**config.mk**
```make
export PLATFORM = sky130hd
export DESIGN_NAME = wb_stage_flat
export DESIGN_NICKNAME = d
export VERILOG_FILES = /design/src/rtl/wb_pkg.sv /design/src/rtl/wb_if.sv /design/src/rtl/load_align.sv /design/src/rtl/wb_stage.sv /design/src/flat_wrapper.sv
export SDC_FILE = /design/constraint.sdc
export NUM_CORES = 1
export LEC_CHECK = 0
export CORE_MARGIN = 10
export CORE_UTILIZATION = 41
export CTS_BUF_LIST = sky130_fd_sc_hd__clkbuf_8
export CTS_CLUSTER_SIZE = 24
export DETAILED_ROUTE_END_ITERATION = 6
export GPL_TIMING_DRIVEN = 1
export PLACE_DENSITY = 0.83
export RECOVER_POWER = 100
export SLEW_MARGIN = 25
export SYNTH_ARGS = -nofsm -noshare
export SYNTH_HDL_FRONTEND = slang
export SYNTH_SLANG_ARGS = --single-unit
```
**constraint.sdc**
```tcl
create_clock -name clk -period 2 [get_ports clk]
set_input_delay 0.6 -clock clk [delete_from_list [all_inputs] [get_ports clk]]
set_output_delay 0.6 -clock clk [all_outputs]
set_load 0.05 [all_outputs]
```
**src/rtl/wb_pkg.sv**
```systemverilog
// Shared encodings and state type for the writeback stage.
package wb_pkg;

    localparam logic [1:0] WB_SEL_ALU = 2'b00;
    localparam logic [1:0] WB_SEL_MEM = 2'b01;
    localparam logic [1:0] WB_SEL_PC4 = 2'b10;

    localparam logic [2:0] F3_LB  = 3'b000;
    localparam logic [2:0] F3_LH  = 3'b001;
    localparam logic [2:0] F3_LW  = 3'b010;
    localparam logic [2:0] F3_LBU = 3'b100;
    localparam logic [2:0] F3_LHU = 3'b101;

    typedef enum logic [1:0] {
        S_IDLE     = 2'b00,
        S_WAIT_MEM = 2'b01,
        S_COMMIT   = 2'b10
    } wb_state_t;

endpackage

```
**src/rtl/wb_if.sv**
```systemverilog
// Execute-to-writeback handshake bundle.
interface wb_if #(
    parameter int XLEN = 32
);
    logic            ex_valid;
    logic            ex_ready;
    logic [4:0]      ex_rd;
    logic [1:0]      ex_wb_sel;
    logic [XLEN-1:0] ex_alu_result;
    logic [XLEN-1:0] ex_pc4;
    logic [2:0]      ex_funct3;

    modport master (
        output ex_valid, ex_rd, ex_wb_sel,
        output ex_alu_result, ex_pc4, ex_funct3,
        input  ex_ready
    );

    modport slave (
        input  ex_valid, ex_rd, ex_wb_sel,
        input  ex_alu_result, ex_pc4, ex_funct3,
        output ex_ready
    );

endinterface

```
**src/rtl/load_align.sv**
```systemverilog
// Load data alignment: picks byte/halfword from the raw word and extends it.
module load_align
    import wb_pkg::*;
#(
    parameter int XLEN = 32
) (
    input  logic [2:0]      i_funct3,
    input  logic [1:0]      i_offset,
    input  logic [XLEN-1:0] i_raw,
    output logic [XLEN-1:0] o_data
);

    logic [7:0]  w_byte;
    logic [15:0] w_half;

    always_comb begin
        w_byte = i_raw[7:0];
        case (i_offset)
            2'b00: w_byte = i_raw[7:0];
            2'b01: w_byte = i_raw[15:8];
            2'b10: w_byte = i_raw[23:16];
            2'b11: w_byte = i_raw[31:24];
        endcase
        // offset[0] is irrelevant for halfwords: misalignment traps upstream
        w_half = i_offset[1] ? i_raw[31:16] : i_raw[15:0];
    end

    always_comb begin
        o_data = i_raw;
        case (i_funct3)
            F3_LB:   o_data = {{(XLEN-8){w_byte[7]}}, w_byte};
            F3_LBU:  o_data = {{(XLEN-8){1'b0}}, w_byte};
            F3_LH:   o_data = {{(XLEN-16){w_half[15]}}, w_half};
            F3_LHU:  o_data = {{(XLEN-16){1'b0}}, w_half};
            F3_LW:   o_data = i_raw;
            default: o_data = i_raw;
        endcase
    end

endmodule

```
**src/rtl/wb_stage.sv**
```systemverilog
// Writeback stage: one register-file write per retiring instruction.
// Optional retired-instruction counter enabled by WB_INSTRET_EN.
module wb_stage
    import wb_pkg::*;
#(
    parameter int XLEN  = 32,
    parameter int CNT_W = 32
) (
    input  logic             clk,
    input  logic             reset,
    wb_if.slave              ex,
    input  logic             dmem_resp_valid,
    input  logic [XLEN-1:0]  dmem_resp_data,
    output logic             rf_we,
    output logic [4:0]       rf_wb_addr,
    output logic [XLEN-1:0]  rf_wb_data,
    output logic             fwd_valid,
    output logic [4:0]       fwd_rd,
    output logic [XLEN-1:0]  fwd_data,
    output logic             wb_busy,
    output logic [CNT_W-1:0] instret
);

    wb_state_t       r_state;
    wb_state_t       w_next;
    logic [4:0]      r_rd;
    logic [1:0]      r_sel;
    logic [XLEN-1:0] r_alu;
    logic [XLEN-1:0] r_pc4;
    logic [2:0]      r_f3;
    logic [XLEN-1:0] r_ld;
    logic [XLEN-1:0] w_ld;
    logic [XLEN-1:0] w_data;
    logic            w_accept;
    logic            w_resp;

    assign ex.ex_ready = (r_state != S_WAIT_MEM);
    assign w_accept    = ex.ex_valid && ex.ex_ready;
    assign w_resp      = (r_state == S_WAIT_MEM) && dmem_resp_valid;

    load_align #(.XLEN(XLEN)) u_align (
        .i_funct3 (r_f3),
        .i_offset (r_alu[1:0]),
        .i_raw    (dmem_resp_data),
        .o_data   (w_ld)
    );

    always_ff @(posedge clk or negedge reset) begin
        if (!reset) begin
            r_state <= S_IDLE;
        end else begin
            r_state <= w_next;
        end
    end

    always_comb begin
        w_next = r_state;
        case (r_state)
            S_IDLE, S_COMMIT: begin
                if (w_accept) begin
                    w_next = (ex.ex_wb_sel == WB_SEL_MEM) ? S_WAIT_MEM : S_COMMIT;
                end else begin
                    w_next = S_IDLE;
                end
            end
            S_WAIT_MEM: begin
                if (dmem_resp_valid) begin
                    w_next = S_COMMIT;
                end
            end
            default: w_next = S_IDLE;
        endcase
    end

    always_ff @(posedge clk or negedge reset) begin
        if (!reset) begin
            r_rd  <= '0;
            r_sel <= WB_SEL_ALU;
            r_alu <= '0;
            r_pc4 <= '0;
            r_f3  <= '0;
            r_ld  <= '0;
        end else begin
            if (w_accept) begin
                r_rd  <= ex.ex_rd;
                r_sel <= ex.ex_wb_sel;
                r_alu <= ex.ex_alu_result;
                r_pc4 <= ex.ex_pc4;
                r_f3  <= ex.ex_funct3;
            end
            if (w_resp) begin
                r_ld <= w_ld;
            end
        end
    end

    // Reserved select 11 behaves as ALU
    always_comb begin
        w_data = r_alu;
        case (r_sel)
            WB_SEL_ALU: w_data = r_alu;
            WB_SEL_MEM: w_data = r_ld;
            WB_SEL_PC4: w_data = r_pc4;
            2'b11:      w_data = r_alu;
        endcase
    end

    assign rf_we      = (r_state == S_COMMIT) && (r_rd != 5'd0);
    assign rf_wb_addr = r_rd;
    assign rf_wb_data = w_data;
    assign fwd_valid  = rf_we;
    assign fwd_rd     = rf_wb_addr;
    assign fwd_data   = rf_wb_data;
    assign wb_busy    = (r_state == S_WAIT_MEM);

`ifdef WB_INSTRET_EN
    logic [CNT_W-1:0] r_instret;

    always_ff @(posedge clk or negedge reset) begin
        if (!reset) begin
            r_instret <= '0;
        end else if (r_state == S_COMMIT) begin
            r_instret <= r_instret + 1'b1;
        end
    end

    assign instret = r_instret;
`else
    assign instret = '0;
`endif

endmodule
```
**src/flat_wrapper.sv**
```systemverilog
// flat-port wrapper written by rule: the top's interface ports become plain ports
module wb_stage_flat import wb_pkg::*;
#(
    parameter int XLEN  = 32,
    parameter int CNT_W = 32
)
  (clk, reset, dmem_resp_valid, dmem_resp_data, rf_we, rf_wb_addr, rf_wb_data, fwd_valid, fwd_rd, fwd_data, wb_busy, instret, ex_ex_valid, ex_ex_rd, ex_ex_wb_sel, ex_ex_alu_result, ex_ex_pc4, ex_ex_funct3, ex_ex_ready);
  wb_if #(.XLEN(XLEN)) ex_i ();
  input  logic clk;
  input  logic reset;
  input  logic dmem_resp_valid;
  input  logic [XLEN-1:0] dmem_resp_data;
  output logic rf_we;
  output logic [4:0] rf_wb_addr;
  output logic [XLEN-1:0] rf_wb_data;
  output logic fwd_valid;
  output logic [4:0] fwd_rd;
  output logic [XLEN-1:0] fwd_data;
  output logic wb_busy;
  output logic [CNT_W-1:0] instret;
  input wire logic [$bits(ex_i.ex_valid)-1:0] ex_ex_valid;
  input wire logic [$bits(ex_i.ex_rd)-1:0] ex_ex_rd;
  input wire logic [$bits(ex_i.ex_wb_sel)-1:0] ex_ex_wb_sel;
  input wire logic [$bits(ex_i.ex_alu_result)-1:0] ex_ex_alu_result;
  input wire logic [$bits(ex_i.ex_pc4)-1:0] ex_ex_pc4;
  input wire logic [$bits(ex_i.ex_funct3)-1:0] ex_ex_funct3;
  output wire logic [$bits(ex_i.ex_ready)-1:0] ex_ex_ready;
  assign ex_i.ex_valid = ex_ex_valid;
  assign ex_i.ex_rd = ex_ex_rd;
  assign ex_i.ex_wb_sel = ex_ex_wb_sel;
  assign ex_i.ex_alu_result = ex_ex_alu_result;
  assign ex_i.ex_pc4 = ex_ex_pc4;
  assign ex_i.ex_funct3 = ex_ex_funct3;
  assign ex_ex_ready = ex_i.ex_ready;
  wb_stage #(.XLEN(XLEN), .CNT_W(CNT_W)) u_core (.clk(clk), .reset(reset), .ex(ex_i), .dmem_resp_valid(dmem_resp_valid), .dmem_resp_data(dmem_resp_data), .rf_we(rf_we), .rf_wb_addr(rf_wb_addr), .rf_wb_data(rf_wb_data), .fwd_valid(fwd_valid), .fwd_rd(fwd_rd), .fwd_data(fwd_data), .wb_busy(wb_busy), .instret(instret));
endmodule
```
==> impl_metrics.ini <==
[run_status]
status = finished, violations left
violations = negative setup slack

[critical_path]
worst_path_most_repeated_cell = buf_6
slowest_stage = dfrtp_1
endpoint_kind = output pin
rrSetupSlack_ps = -50
critPathMaxStageDelay_ps = 420
worstReg2RegEnd = u_core.r_ld[24]$_DFFE_PN0P_
worst-path-max-fanout = 6
crit_chain = ha_4, buf_6, buf_6, a22oi_2, o21ai_4, buf_12
cp.required_ps = 1400
endpoint = rf_wb_data[26]
r2r_cells = 5
crit-reg2reg-launch = u_core.r_alu[0]$_DFFE_PN0N_
crit_arrival_ps = 1870
critical_path_class = flip-flop to output pin
start_kind = flip-flop
startpoint = u_core.r_sel[1]$_DFFE_PN0N_

[synthesis]
synthesis.area_um2 = 5752
synth_sequential_area_ratio_pct = 46.99
synth_edf_count = 0
synth_top_cell_area_share_pct = 46.99
syn_inst = 552
synth.distinct_cells = 39
yosys.area.top_type = dfrtp_1
ys_seq_elements = 108
synth_flop_cell = dfrtp_1
ys_async_sr_fraction_pct = 100.0
synth.avg_cell_area_um2 = 10.42
synth_area_leaders = dfrtp_1, mux2_2, buf_4
yosys_warnings = 0

[die]
coreArea_um2 = 13830
dieArea_um2 = 19170
die_h_um = 138.4
rows = 43
fp.dieW_um = 138.4
ios = 220
start_util_pct = 41.60

[power]
p_int_uw = 5948
pwr-share-seq_pct = 29.4
clock_power_share_pct = 14.7
p_sw_uw = 4283
comb_power_share_pct = 55.9
power.leakage_uw = 0.003845
ir_worst_vdd_v = 0.0007482
power.density_nw_per_um2 = 1114
swShare_pct = 41.86
total_power_uw = 10230

[layout]
register_area_um2 = 2708
fin_nets = 834
fin_cells = 907
final_area_um2 = 9188
drive_gt1_share_pct = 41.87
multi_input_area_um2 = 2975
syn2layout_area_growth_pct = 59.73
final.fill_count = 1011

[sta]
fmax_mhz = 405.1
rsz0062_at_grt = yes
period_minus_slack_ps = 2469
hold_violations = 0
fin_ws_ps = -468.6
slew_violations = 0
worstMarginPinSlew_ps = 1318
fin_crit_sh_pct = 123.4
setup_viol = 83
fin_skew_ps = 5.981
slew_headroom_pct = 12.13

[cts]
clock_latency_ps = 370
cts_root_buf = clkbuf_8
cts_htree_levels = 3
cts_tree = yes
cts_made_buffers = 9
cts_max_path_buffers = 2
path_clk_slew_ps = 110
clock-sinks = 108
cts-hold-fix-buffers = 0

[global_route]
antenna_found_initial = 2
gr-total-overflow = 0
grt_start_max_net_pins = 32
grt_pass1_wl_um = 29950
grt_usage_pct = 19.23
grt_pass1_vias = 5326

[detailed_routing]
drt_pass1_iterations = 6
wl_um = 19170
avgViaCountPerCell = 5.336
wl_per_cell_um = 21.13
drt.antenna.violating_nets = 0
route.detailed.drc = 0
drt_iter0_drc = 315
via_count = 4840

[placed_design]
gp_congestion = 0.8410
dp.cells = 885
dpl_cell_area_um2 = 8820
place_hpwl_um = 15240
io_buffer_count = 187

[hold_path]
hold_class = primary input to asynchronous set/reset pin

[job]
maxCapViolCount = 0
[layer usage]
| layer | vias to the layer above | global-route usage, % | share of wire [%] |
|---|---|---|---|
| met1 | 2433 | 21.60 | 39 |
| met3 | 28 | 6.541 | 6.9 |
| met5 | - | 0 | 0.063 |
| met2 | 183 | 34.26 | 53 |
| li1 | 2194 | - | - |
| met4 | 2 | 4.329 | 1.2 |
[through the flow]
step           hold slack (ps)  utilization (%)  setup WS, ps  TNS (ps)
3_5_place_dp             479.5            63.79        -270.4    -10610
2_1_floorplan            304.4                -        -150.8     -4521
6_report                 494.9            66.45        -468.6    -29340
5_1_grt                  537.9            66.45        -549.5    -36620
4_1_cts                  112.4            67.04        -491.7    -29190
3_3_place_gp             468.3            63.79        -181.2     -7432
[flip-flops by register name, summed over array words and instances (netlist names)]
signal and count:
u_core.r_f3 3, u_core.r_pc4 32, u_core.fwd_rd 5, u_core.r_ld 32, u_core.r_state 2, u_core.r_alu 32
u_core.r_sel 2
[critical path, delay by kind of cell, from the launching register on]
kind                     cells  cell delay, ps
adder cells (fa/ha/maj)      1             350
AO/OA/AOI/OAI                2             280
buffers and inverters        3             440
flip-flops                   1             420
[final cells by class]
class	count	share of cell area [%]
antenna	1	0.02724
clock buffer	9	1.348
clock inverter	6	1.049
inverter	8	0.3677
multi-input combinational	358	32.38
sequential	108	29.47
tap	180	2.451
timing repair buffer	237	32.90
[power by group through the flow]
stage / registers (uW) / logic (uW) / clock network (uW)
detailed placement: 2990 / 5630 / 0
global route: 3060 / 5970 / 1630
floorplan: 2910 / 3650 / 0
finish: 3010 / 5710 / 1510
global placement: 2970 / 5530 / 0
CTS: 2990 / 5770 / 1540
[synthesized netlist by cell type (all sizes together) (2+ instances only)]
master,count
clkbuf,21
a21oi,15
nor2b,4
nand2b,3
a22oi,32
nand3,33
mux2,76
a221oi,7
or4,2
o21ai,40
nand2,62
a22o,7
inv,7
buf,88
a31oi,4
o221ai,4
nor2,13
mux2i,7
nor3b,2
ha,2
dfrtp,108
[cell usage in the layout, fill, tap and decap left out, types with 3 or more instances in the layout]
cell             netlist  final
a21oi_1               15     15
a221oi_1               7      7
a22o_1                 7      7
a22oi_1               32      9
a22oi_2                0     23
a31oi_1                4      4
buf_12                 0     74
buf_4                 71     24
buf_6                  2      6
clkbuf_2               0     13
clkbuf_4               0      5
clkbuf_8               0      9
clkdlybuf4s50_1        0    106
conb_1                 1     32
dfrtp_1              108    104
dfrtp_2                0      4
inv_1                  7      4
mux2_2                76     75
mux2i_1                7      7
nand2_1               62     44
nand2_2                0     16
nand2b_1               3      3
nand3_1               33     33
nor2_1                13     12
nor2b_1                4      4
o21ai_0               40      8
o21ai_4                0     32
o221ai_1               4      4
[cells by family after synthesis]
family | share of synthesized area, %
compound gates | 13.97
fa+ha+maj | 0.4350
buf+inv | 12.83
flops | 46.99
mux | 16.10
other cells | 0.06520
simple gates | 9.615
[repair_timing]
item                       CTS  global route
pin swaps                   26             6
buffers inserted             6             0
gates cloned                 1             2
resized for setup           44             9
setup endpoints to repair   66            68
[worst min path at each step]
stage / from / end / slack [ps] / cells past startpoint
finish: reset / u_core.r_pc4[3]$_DFFE_PN0N_ / 490 / 1
global route: u_core.r_pc4[19]$_DFFE_PN0N_ / u_core.r_pc4[19]$_DFFE_PN0N_ / 540 / 1
CTS: reset / u_core.r_alu[7]$_DFFE_PN0N_ / 110 / 1
detailed placement: u_core.r_ld[3]$_DFFE_PN0P_ / u_core.r_ld[3]$_DFFE_PN0P_ / 480 / 2
global placement: u_core.r_ld[3]$_DFFE_PN0P_ / u_core.r_ld[3]$_DFFE_PN0P_ / 470 / 2
floorplan: reset / u_core.fwd_rd[0]$_DFFE_PN0N_ / 300 / 0
(Power assumes the default switching activity.)
